## config.mk

```make
export PLATFORM = sky130hd
export DESIGN_NAME = uart_rx_conditioner_flat
export DESIGN_NICKNAME = d
export VERILOG_FILES = /design/src/rtl/uart_rx_conditioner_if.sv /design/src/rtl/uart_rx_conditioner.sv /design/src/flat_wrapper.sv
export SDC_FILE = /design/constraint.sdc
export NUM_CORES = 1
export LEC_CHECK = 0
export BUFFER_PORTS_ARGS = -buffer_cell sky130_fd_sc_hd__buf_2
export CORE_MARGIN = 4
export CORE_UTILIZATION = 55
export DETAILED_ROUTE_END_ITERATION = 10
export GPL_TIMING_DRIVEN = 0
export PLACE_DENSITY = 0.73
export SLEW_MARGIN = 15
export SYNTH_ARGS = -nofsm -noshare
export SYNTH_HDL_FRONTEND = slang
export SYNTH_SLANG_ARGS = --single-unit
```

## constraint.sdc

```tcl
create_clock -name clk -period 5.5 [get_ports clk]
set_input_delay 0.275 -clock clk [delete_from_list [all_inputs] [get_ports clk]]
set_output_delay 0.275 -clock clk [all_outputs]
set_load 0.02 [all_outputs]
```

## src/rtl/uart_rx_conditioner_if.sv

```systemverilog
// Receive-pin bundle: raw pin in, conditioned line and line status out.
interface uart_rx_conditioner_if;
  logic rxd;
  logic dout;
  logic fall;
  logic idle;
  logic brk;

  modport master (output rxd, input dout, fall, idle, brk);
  modport slave  (input rxd, output dout, fall, idle, brk);
endinterface

```

## src/rtl/uart_rx_conditioner.sv

```systemverilog
// UART rx front end: synchroniser, saturating hysteresis filter, fall/idle/break status.
// Optional break detection is enabled by defining UART_RX_BREAK_DETECT_EN.
module uart_rx_conditioner #(
  parameter int CLK_FREQ    = 27000000,
  parameter int BAUD_RATE   = 115200,
  parameter int SYNC_STAGES = 2,
  parameter int FILTER_LEN  = 4,
  parameter int IDLE_BITS   = 10,
  parameter int BREAK_BITS  = 11
) (
  input logic clk,
  input logic rst,
  uart_rx_conditioner_if.slave bus
);
  localparam int CYC_PER_BIT = CLK_FREQ / BAUD_RATE;
  localparam int IDLE_CYC    = IDLE_BITS * CYC_PER_BIT;
  localparam int CNT_W       = $clog2(FILTER_LEN + 1);
  localparam int IDLE_W      = $clog2(IDLE_CYC + 1);
  localparam logic [CNT_W-1:0]  FL       = CNT_W'(FILTER_LEN);
  localparam logic [IDLE_W-1:0] IDLE_MAX = IDLE_W'(IDLE_CYC);

  if (SYNC_STAGES < 2 || FILTER_LEN < 1 || IDLE_BITS < 1 || BREAK_BITS < 1) begin : g_bad_cfg
    $error("uart_rx_conditioner: illegal parameter set");
  end

  logic [SYNC_STAGES-1:0] sync;
  logic                   s;
  logic [CNT_W-1:0]       cnt, cnt_nxt;
  logic                   dout_q, dout_nxt;
  logic                   fall_q;
  logic [IDLE_W-1:0]      idle_cnt, idle_nxt;
  logic                   idle_q;

  assign s = sync[SYNC_STAGES-1];

  always_comb begin
    cnt_nxt = cnt;
    if (s && cnt < FL)
      cnt_nxt = cnt + CNT_W'(1);
    else if (!s && cnt != '0)
      cnt_nxt = cnt - CNT_W'(1);

    // Output only moves when the counter hits a rail; anything in between holds.
    dout_nxt = dout_q;
    if (cnt_nxt == '0)
      dout_nxt = 1'b0;
    else if (cnt_nxt == FL)
      dout_nxt = 1'b1;

    idle_nxt = idle_cnt;
    if (!dout_nxt)
      idle_nxt = '0;
    else if (idle_cnt != IDLE_MAX)
      idle_nxt = idle_cnt + IDLE_W'(1);
  end

  always_ff @(posedge clk) begin
    if (!rst) begin
      sync     <= '1;
      cnt      <= FL;
      dout_q   <= 1'b1;
      fall_q   <= 1'b0;
      idle_cnt <= '0;
      idle_q   <= 1'b0;
    end else begin
      sync     <= {sync[SYNC_STAGES-2:0], bus.rxd};
      cnt      <= cnt_nxt;
      dout_q   <= dout_nxt;
      fall_q   <= dout_q & ~dout_nxt;
      idle_cnt <= idle_nxt;
      idle_q   <= (idle_nxt == IDLE_MAX);
    end
  end

  assign bus.dout = dout_q;
  assign bus.fall = fall_q;
  assign bus.idle = idle_q;

`ifdef UART_RX_BREAK_DETECT_EN
  localparam int BREAK_CYC = BREAK_BITS * CYC_PER_BIT;
  localparam int BRK_W     = $clog2(BREAK_CYC + 1);
  localparam logic [BRK_W-1:0] BRK_MAX = BRK_W'(BREAK_CYC);

  logic [BRK_W-1:0] low_cnt, low_nxt;
  logic             brk_q;

  always_comb begin
    low_nxt = low_cnt;
    if (dout_nxt)
      low_nxt = '0;
    else if (low_cnt != BRK_MAX)
      low_nxt = low_cnt + BRK_W'(1);
  end

  always_ff @(posedge clk) begin
    if (!rst) begin
      low_cnt <= '0;
      brk_q   <= 1'b0;
    end else begin
      low_cnt <= low_nxt;
      brk_q   <= (low_nxt == BRK_MAX);
    end
  end

  assign bus.brk = brk_q;
`else
  assign bus.brk = 1'b0;
`endif
endmodule
```

## src/flat_wrapper.sv

```systemverilog
// flat-port wrapper written by rule: the top's interface ports become plain ports
module uart_rx_conditioner_flat 
#(
  parameter int CLK_FREQ    = 27000000,
  parameter int BAUD_RATE   = 115200,
  parameter int SYNC_STAGES = 2,
  parameter int FILTER_LEN  = 4,
  parameter int IDLE_BITS   = 10,
  parameter int BREAK_BITS  = 11
)
  (clk, rst, bus_rxd, bus_dout, bus_fall, bus_idle, bus_brk);
  uart_rx_conditioner_if bus_i ();
  input logic clk;
  input logic rst;
  input wire logic [$bits(bus_i.rxd)-1:0] bus_rxd;
  output wire logic [$bits(bus_i.dout)-1:0] bus_dout;
  output wire logic [$bits(bus_i.fall)-1:0] bus_fall;
  output wire logic [$bits(bus_i.idle)-1:0] bus_idle;
  output wire logic [$bits(bus_i.brk)-1:0] bus_brk;
  assign bus_i.rxd = bus_rxd;
  assign bus_dout = bus_i.dout;
  assign bus_fall = bus_i.fall;
  assign bus_idle = bus_i.idle;
  assign bus_brk = bus_i.brk;
  uart_rx_conditioner #(.CLK_FREQ(CLK_FREQ), .BAUD_RATE(BAUD_RATE), .SYNC_STAGES(SYNC_STAGES), .FILTER_LEN(FILTER_LEN), .IDLE_BITS(IDLE_BITS), .BREAK_BITS(BREAK_BITS)) u_core (.clk(clk), .rst(rst), .bus(bus_i));
endmodule
```

==> results of run 1 <==
==> power by group <==
group / switching, W / internal [W] / leakage, nW
clock: 0.0000483 / 0.0000736 / 0.0279
sequential: 0.0000116 / 0.000154 / 0.163
combinational: 0.0000364 / 0.0000316 / 0.344
==> cell type report <==
| cell class | count | area [um^2] | area share |
|---|---|---|---|
| multi-input cells | 102 | 675.6 | 0.5438 |
| clock buffers | 3 | 22.52 | 0.01813 |
| clock inverters | 1 | 30.03 | 0.02417 |
| well taps | 27 | 33.78 | 0.02719 |
| inverters | 7 | 26.28 | 0.02115 |
| plain buffers | 4 | 28.78 | 0.02316 |
| repair buffers | 5 | 25.02 | 0.02014 |
| flip-flops and latches | 20 | 400.4 | 0.3223 |
==> cell usage after synthesis (2+ instances only) <==
cell | n | area [um^2]
sky130_fd_sc_hd__a21oi_1 | 7 | 35.03
sky130_fd_sc_hd__a21oi_2 | 2 | 17.52
sky130_fd_sc_hd__and2_1 | 2 | 12.51
sky130_fd_sc_hd__and3_1 | 2 | 12.51
sky130_fd_sc_hd__dfxtp_1 | 20 | 400.4
sky130_fd_sc_hd__ha_1 | 5 | 62.56
sky130_fd_sc_hd__inv_1 | 7 | 26.28
sky130_fd_sc_hd__mux2i_1 | 3 | 30.03
sky130_fd_sc_hd__nand2_1 | 14 | 52.55
sky130_fd_sc_hd__nand2b_1 | 4 | 25.02
sky130_fd_sc_hd__nand3_1 | 4 | 20.02
sky130_fd_sc_hd__nand3b_1 | 3 | 22.52
sky130_fd_sc_hd__nand4_1 | 2 | 12.51
sky130_fd_sc_hd__nor2_1 | 19 | 71.32
sky130_fd_sc_hd__nor2b_1 | 4 | 25.02
sky130_fd_sc_hd__nor3_1 | 2 | 10.01
sky130_fd_sc_hd__nor4_2 | 2 | 25.02
sky130_fd_sc_hd__o21ai_0 | 2 | 10.01
sky130_fd_sc_hd__or3_1 | 2 | 12.51
sky130_fd_sc_hd__xnor2_1 | 7 | 61.31
sky130_fd_sc_hd__xor2_1 | 3 | 26.28
==> per-layer routing <==
metal / share of wire / vias to the layer above / global-route usage
li1: - / 461 / -
met1: 0.53 / 393 / 0.2270
met2: 0.41 / 13 / 0.2061
met3: 0.038 / 4 / 0.03662
met4: 0.018 / 0 / 0.07660
met5: 0 / - / 0
==> flip-flops by register name, indices dropped and copies added, names as in the netlist <==
| name | cells |
|---|---|
| u_core.sync | 2 |
| u_core.idle_cnt | 12 |
| u_core.bus.idle | 1 |
| u_core.cnt | 3 |
| u_core.bus.dout | 1 |
| u_core.bus.fall | 1 |
==> kinds of logic after synthesis <==
logic type	synth area share
AOI/OAI and AO/OA	0.08960
xor gates and xnor gates	0.07744
adders and majority gates	0.05531
buffers and inverters	0.04867
DFF	0.3540
muxes	0.03982
other	0.003315
and+or+nand+nor	0.3318
==> path summary, 6_finish.rpt <==
| kind | startpoint | endpoint | cells past startpoint |
|---|---|---|---|
| min | bus_rxd | u_core.sync[0] | 2 |
| min reg2reg | u_core.sync[0] | u_core.sync[1] | 1 |
| max | u_core.cnt[0] | u_core.bus.idle | 8 |
| max reg2reg | u_core.cnt[0] | u_core.bus.idle | 8 |
==> per-stage QoR <==
stage,setup slack [ns],power [W]
floorplan,3.629,0.0002206
global placement,3.484,0.0002327
detailed placement,3.464,0.0002364
CTS,3.404,0.0003597
global route,3.296,0.0003737
finish,3.411,0.0003554
==> impl_metrics.tcl, run 1 <==
set metrics [dict create \
    grt_usage 0.1552 \
    outcome "completed" \
    critical_path.n_buffers_inverters 1 \
    most-common-layout-cells "20 x sky130_fd_sc_hd__dfxtp_1, 19 x sky130_fd_sc_hd__nor2_1, 14 x sky130_fd_sc_hd__nand2_1" \
    grt_max_degree 13 \
    cts_post_setup_buffers_inserted 0 \
    grt_overflow 0 \
    critical_path.slowest_cell "sky130_fd_sc_hd__dfxtp_1" \
    timing_hold_violations_final 0 \
    instances_no_fill 169 \
    routedWlPerCell_um 11.29 \
    layout_commonest_cell "sky130_fd_sc_hd__dfxtp_1" \
    ys_seq_elements 20 \
    postSynthNetCount 141 \
    ir_worst_vdd_mv 0.3002 \
    floorplan.rows 16 \
    cts_buffer_depth 2 \
    nets 151 \
    ctsResizeCount 0 \
    slew_viol_final 0 \
    dpl-instance-area_mm2 0.001190 \
    grt_first_pass_wirelength_um 3222 \
    post_detail_place_hpwl_um 1403 \
    synth_enable_flop_cells 0 \
    routed_wirelength_um 1908 \
    worstSetupStartpointType "flip-flop" \
    die_area_mm2 0.002846 \
    r2r_setup_slk_ns 3.41 \
    place_congestion 0.8154 \
    synthFlopType "sky130_fd_sc_hd__dfxtp_1" \
    clock_tree.htree_level_count 1 \
    stdcell_area_mm2 0.001242 \
    cts_tree "yes" \
    netlist_instances 133 \
    inserted_clock_buffers 3 \
    dp.cells 165 \
    setup_tns_ns 0 \
    report.final.setup_viol 0 \
    async_set_or_reset_flop_fraction_in_the_synthesized_netlist 0 \
    crit_path_cell_trace "inv_1, ha_1, ha_1, nor2b_1, a221oi_2, a21oi_2, mux2_4, nor4_2" \
    synth_seq_area_share 0.3540 \
    cts_root_buf "sky130_fd_sc_hd__clkbuf_4" \
    initial_cell_density_of_the_core 0.5765 \
    fp.coreArea_mm2 0.001962 \
    post_drt_via_cell_ratio 5.154 \
    required_ns 5.73 \
    placement.io_buffers 5 \
    synth_area_per_cell_um2 8.504 \
    fmax_ghz 0.4786 \
    class_of_the_tightest_hold_or_removal_check "input pin to flip-flop" \
    final.setup_skew_ns 0.006796 \
    endpoint_kind "flip-flop" \
    cts.sink_count 20 \
    num-fill-cells 184 \
    remaining_drc_errors 0 \
    drt-initial-drc-count 16 \
    mappedNetlistArea_mm2 0.001131 \
    critical_path_peak_fanout 5 \
    final_core_util 0.6333 \
    clk_pin_slew_worst_paths_ns 0.11 \
    dieWidth_um 53.35 \
    final_layout_size_suffix_gt1_frac 0.1549 \
    timing.critical_path.arrival_ns 2.32 \
    setup_repair_after_global_routing_missed_its_margin "false" \
    finalHoldWorstSlack_ns 0.1447 \
    path_delay_family "adder cells" \
    ios 7 \
    detailed_router_iteration_count_before_antenna_repair 4 \
    antenna_cells 0 \
    post_synth_num_cell_types 38 \
    power-per-cell-area_mw_per_mm2 286.0 \
    number_of_global_route_vias_before_repair 733 \
    die_height_um 53.35 \
    layout_worst_path_cycle_share 0.3799 \
    cts_hold_repair.buffers 0 \
    worst_path_most_repeated_cell "sky130_fd_sc_hd__ha_1" \
    p_leak_nw 0.5347 \
    finalCriticalPeriod_ns 2.089 \
    cap_violations 0 \
    synth.yosys.warnings 0 \
    critPathMaxStageDelay_ns 0.42 \
    ant_nets 0 \
    antenna_found_initial 0 \
    setup.worst_path.class "flip-flop to flip-flop" \
    via_count 871 \
    worstSkewPairLatency_ns 0.31 \
    areaGrowthSynthToFinish_pct 9.845 \
]
(Power assumes the default switching activity.)
==> inputs of run 2 (changes only) <==
Settings changed: ABC_AREA set to 1.
Clock period 5.5 ns to 2.13 ns, I/O delays scaled along.
==> run 2 against run 1 <==
Against the previous run:
- power rose by 140%
- count of clock-buffer cells in the layout did not move
- combinational power rose by 110%
- utilization rose by 2.0 points
- setup slack got worse by 3.1 ns
- highest routed layer unchanged
==> impl_metrics.tcl, run 2 <==
set metrics [dict create \
    outcome "completed" \
    final.setup_skew_ns 0.001396 \
    required_ns 2.34 \
    ios 7 \
    reg.largest.list "u_core.idle_cnt x12, u_core.cnt x3, u_core.sync x2" \
    layout_worst_path_cycle_share 0.8422 \
    synth_most_common_cell "sky130_fd_sc_hd__nand2_1" \
    setup.worst_path.class "flip-flop to flip-flop" \
    post_detail_place_hpwl_um 1612 \
    inserted_clock_buffers 3 \
    endpoint_kind "flip-flop" \
    grt_max_degree 13 \
    synth.yosys.warnings 0 \
    most-common-layout-cells "43 x sky130_fd_sc_hd__nand2_1, 23 x sky130_fd_sc_hd__inv_1, 20 x sky130_fd_sc_hd__dfxtp_1" \
    synth_seq_area_share 0.3441 \
    ys_seq_elements 20 \
    detailed_router_iteration_count_before_antenna_repair 4 \
    antenna_found_initial 0 \
    worstSkewPairLatency_ns 0.31 \
    busiest_layer "met2" \
    cts_buffer_depth 2 \
    cts_root_buf "sky130_fd_sc_hd__clkbuf_4" \
    grt_usage 0.1794 \
    synth_top_cell_area_share 0.3441 \
    dp.cells 199 \
    crit_path_cell_trace "inv_1, ha_1, ha_1, nor2_1, nand2_1, nand3_2, nand3_2, nand2_1, nand2_2, nand2_2, buf_6, nor2_1" \
    routed_wirelength_um 2089 \
    layout_setup_ws_ns 0.3362 \
    post_synth_main_area_contributors "sky130_fd_sc_hd__dfxtp_1 34%, sky130_fd_sc_hd__nand2_1 14%, sky130_fd_sc_hd__inv_1 7.4%" \
    critPathMaxStageDelay_ns 0.38 \
    layout_commonest_cell "sky130_fd_sc_hd__nand2_1" \
    place_congestion 0.8741 \
    timing_hold_violations_final 0 \
    rr_worst_depth 12 \
    critical_path.slowest_cell "sky130_fd_sc_hd__dfxtp_1" \
    cts_hold_repair.buffers 2 \
    worstHoldPathCells 1 \
    num-fill-cells 192 \
    timing.critical_path.arrival_ns 2.01 \
    stdcell_area_mm2 0.001295 \
    antenna_cells 0 \
    mappedNetlistArea_mm2 0.001164 \
    post_drt_via_cell_ratio 4.815 \
    routedWlPerCell_um 10.19 \
    setup_tns_ns 0 \
    postSynthNetCount 175 \
    setup_repair_after_global_routing_missed_its_margin "false" \
    critical_path_peak_fanout 10 \
    largest_register_ffs 12 \
    grt_util_met1 0.2310 \
    initial_cell_density_of_the_core 0.5871 \
    netlist_instances 167 \
    grtUsageMet3 0.03324 \
    critical_path.n_buffers_inverters 2 \
    areaGrowthSynthToFinish_pct 11.29 \
    crit_path_start "u_core.cnt[0]" \
    crit-reg2reg-launch "u_core.cnt[0]" \
    power-per-cell-area_mw_per_mm2 666.5 \
    cts.sink_count 20 \
    cap_violations 0 \
    synth_enable_flop_cells 0 \
    cts_post_setup_buffers_inserted 0 \
    synth_area_per_cell_um2 6.968 \
    via_count 987 \
    worstReg2RegEnd "u_core.idle_cnt[4]" \
    dpl-instance-area_mm2 0.001222 \
    met2_usage 0.2560 \
    holdCritStartpoint "u_core.sync[0]" \
    clk_pin_slew_worst_paths_ns 0.12 \
    instances_no_fill 205 \
    synthFlopType "sky130_fd_sc_hd__dfxtp_1" \
    biggest_register "u_core.idle_cnt" \
    dp_worst_setup_slack_ns 0.3310 \
    r2r_setup_slk_ns 0.34 \
    post_synth_num_cell_types 24 \
    async_set_or_reset_flop_fraction_in_the_synthesized_netlist 0 \
    clock_tree.htree_level_count 1 \
    ctsResizeCount 0 \
    remaining_drc_errors 0 \
    nets 187 \
    final_layout_size_suffix_gt1_frac 0.1910 \
    report.final.setup_viol 0 \
    p_leak_nw 0.5958 \
    total_power_w 0.0008632 \
    finalCriticalPeriod_ns 1.794 \
    number_of_global_route_vias_before_repair 900 \
    die_area_mm2 0.002915 \
    hold-path-endpoint "u_core.sync[1]" \
    grt_overflow 0 \
    slew_viol_final 0 \
    placement.io_buffers 5 \
    drt-initial-drc-count 18 \
    fp.coreArea_mm2 0.001982 \
    dieWidth_um 54.00 \
    ant_nets 0 \
    fmax_ghz 0.5575 \
    floorplan.rows 16 \
    die_height_um 54.00 \
    class_of_the_tightest_hold_or_removal_check "flip-flop to flip-flop" \
    worstSetupStartpointType "flip-flop" \
    grt_first_pass_wirelength_um 3643 \
    post_synth_most_frequent_cells "43 x sky130_fd_sc_hd__nand2_1, 23 x sky130_fd_sc_hd__inv_1, 20 x sky130_fd_sc_hd__dfxtp_1, 19 x sky130_fd_sc_hd__nor2_1, 16 x sky130_fd_sc_hd__nand3_1" \
    ir_worst_vdd_mv 0.4527 \
    synth_largest_area_cell "sky130_fd_sc_hd__dfxtp_1" \
    path_delay_family "simple AND/OR/NAND/NOR gates" \
    cts_tree "yes" \
]
## run 2: worst max-delay path by stage
stage / cells past startpoint / to / slack (ns)
6_report: 12 / u_core.idle_cnt[4] / 0.34
4_1_cts: 12 / u_core.idle_cnt[4] / 0.31
2_1_floorplan: 14 / u_core.idle_cnt[4] / 0.51
3_3_place_gp: 14 / u_core.idle_cnt[4] / 0.38
5_1_grt: 12 / u_core.idle_cnt[4] / 0.16
3_5_place_dp: 12 / u_core.idle_cnt[4] / 0.33
## run 2: logic make-up (layout without fill, tap and decap cells)
group / after synthesis / in the layout / share of synthesized area
flops: 20 / 20 / 0.3441
compound gates: 9 / 9 / 0.05375
other cells: 1 / 1 / 0.003223
buf+inv: 26 / 37 / 0.09354
fa+ha+maj: 5 / 5 / 0.05376
simple gates: 101 / 101 / 0.4140
xor+xnor: 5 / 5 / 0.03763
## run 2: through the flow
stage                     hold slack [ns]    util
final                              0.4423  0.6534
after global routing               0.4449  0.6534
after CTS                          0.4422  0.6534
after detailed placement           0.3001  0.6168
after global placement             0.2914  0.6168
after floorplan                    0.1753       -
## run 2: cell type report
class / instances / area (um^2) / area share
multi-input cells: 121 / 654.4 / 0.5053
flip-flops and latches: 20 / 400.4 / 0.3092
clock inverters: 1 / 30.03 / 0.02319
repair buffers: 7 / 45.04 / 0.03478
plain buffers: 2 / 18.77 / 0.01449
inverters: 24 / 90.09 / 0.06957
well taps: 27 / 33.78 / 0.02609
clock buffers: 3 / 22.52 / 0.01739
## run 2: power breakdown
part	internal [W]	switching, W	leakage (nW)	total [W]
Sequential	0.000391	0.0000143	0.163	0.000406
Clock	0.000190	0.000126	0.0279	0.000316
Combinational	0.0000521	0.0000893	0.405	0.000141
Total	0.000634	0.000229	0.596	0.000863
## run 2: routing by layer
metal,up-vias,routed length (um)
met5,-,0
met4,0,83
met3,8,46
met2,12,869
met1,425,1089
li1,542,-
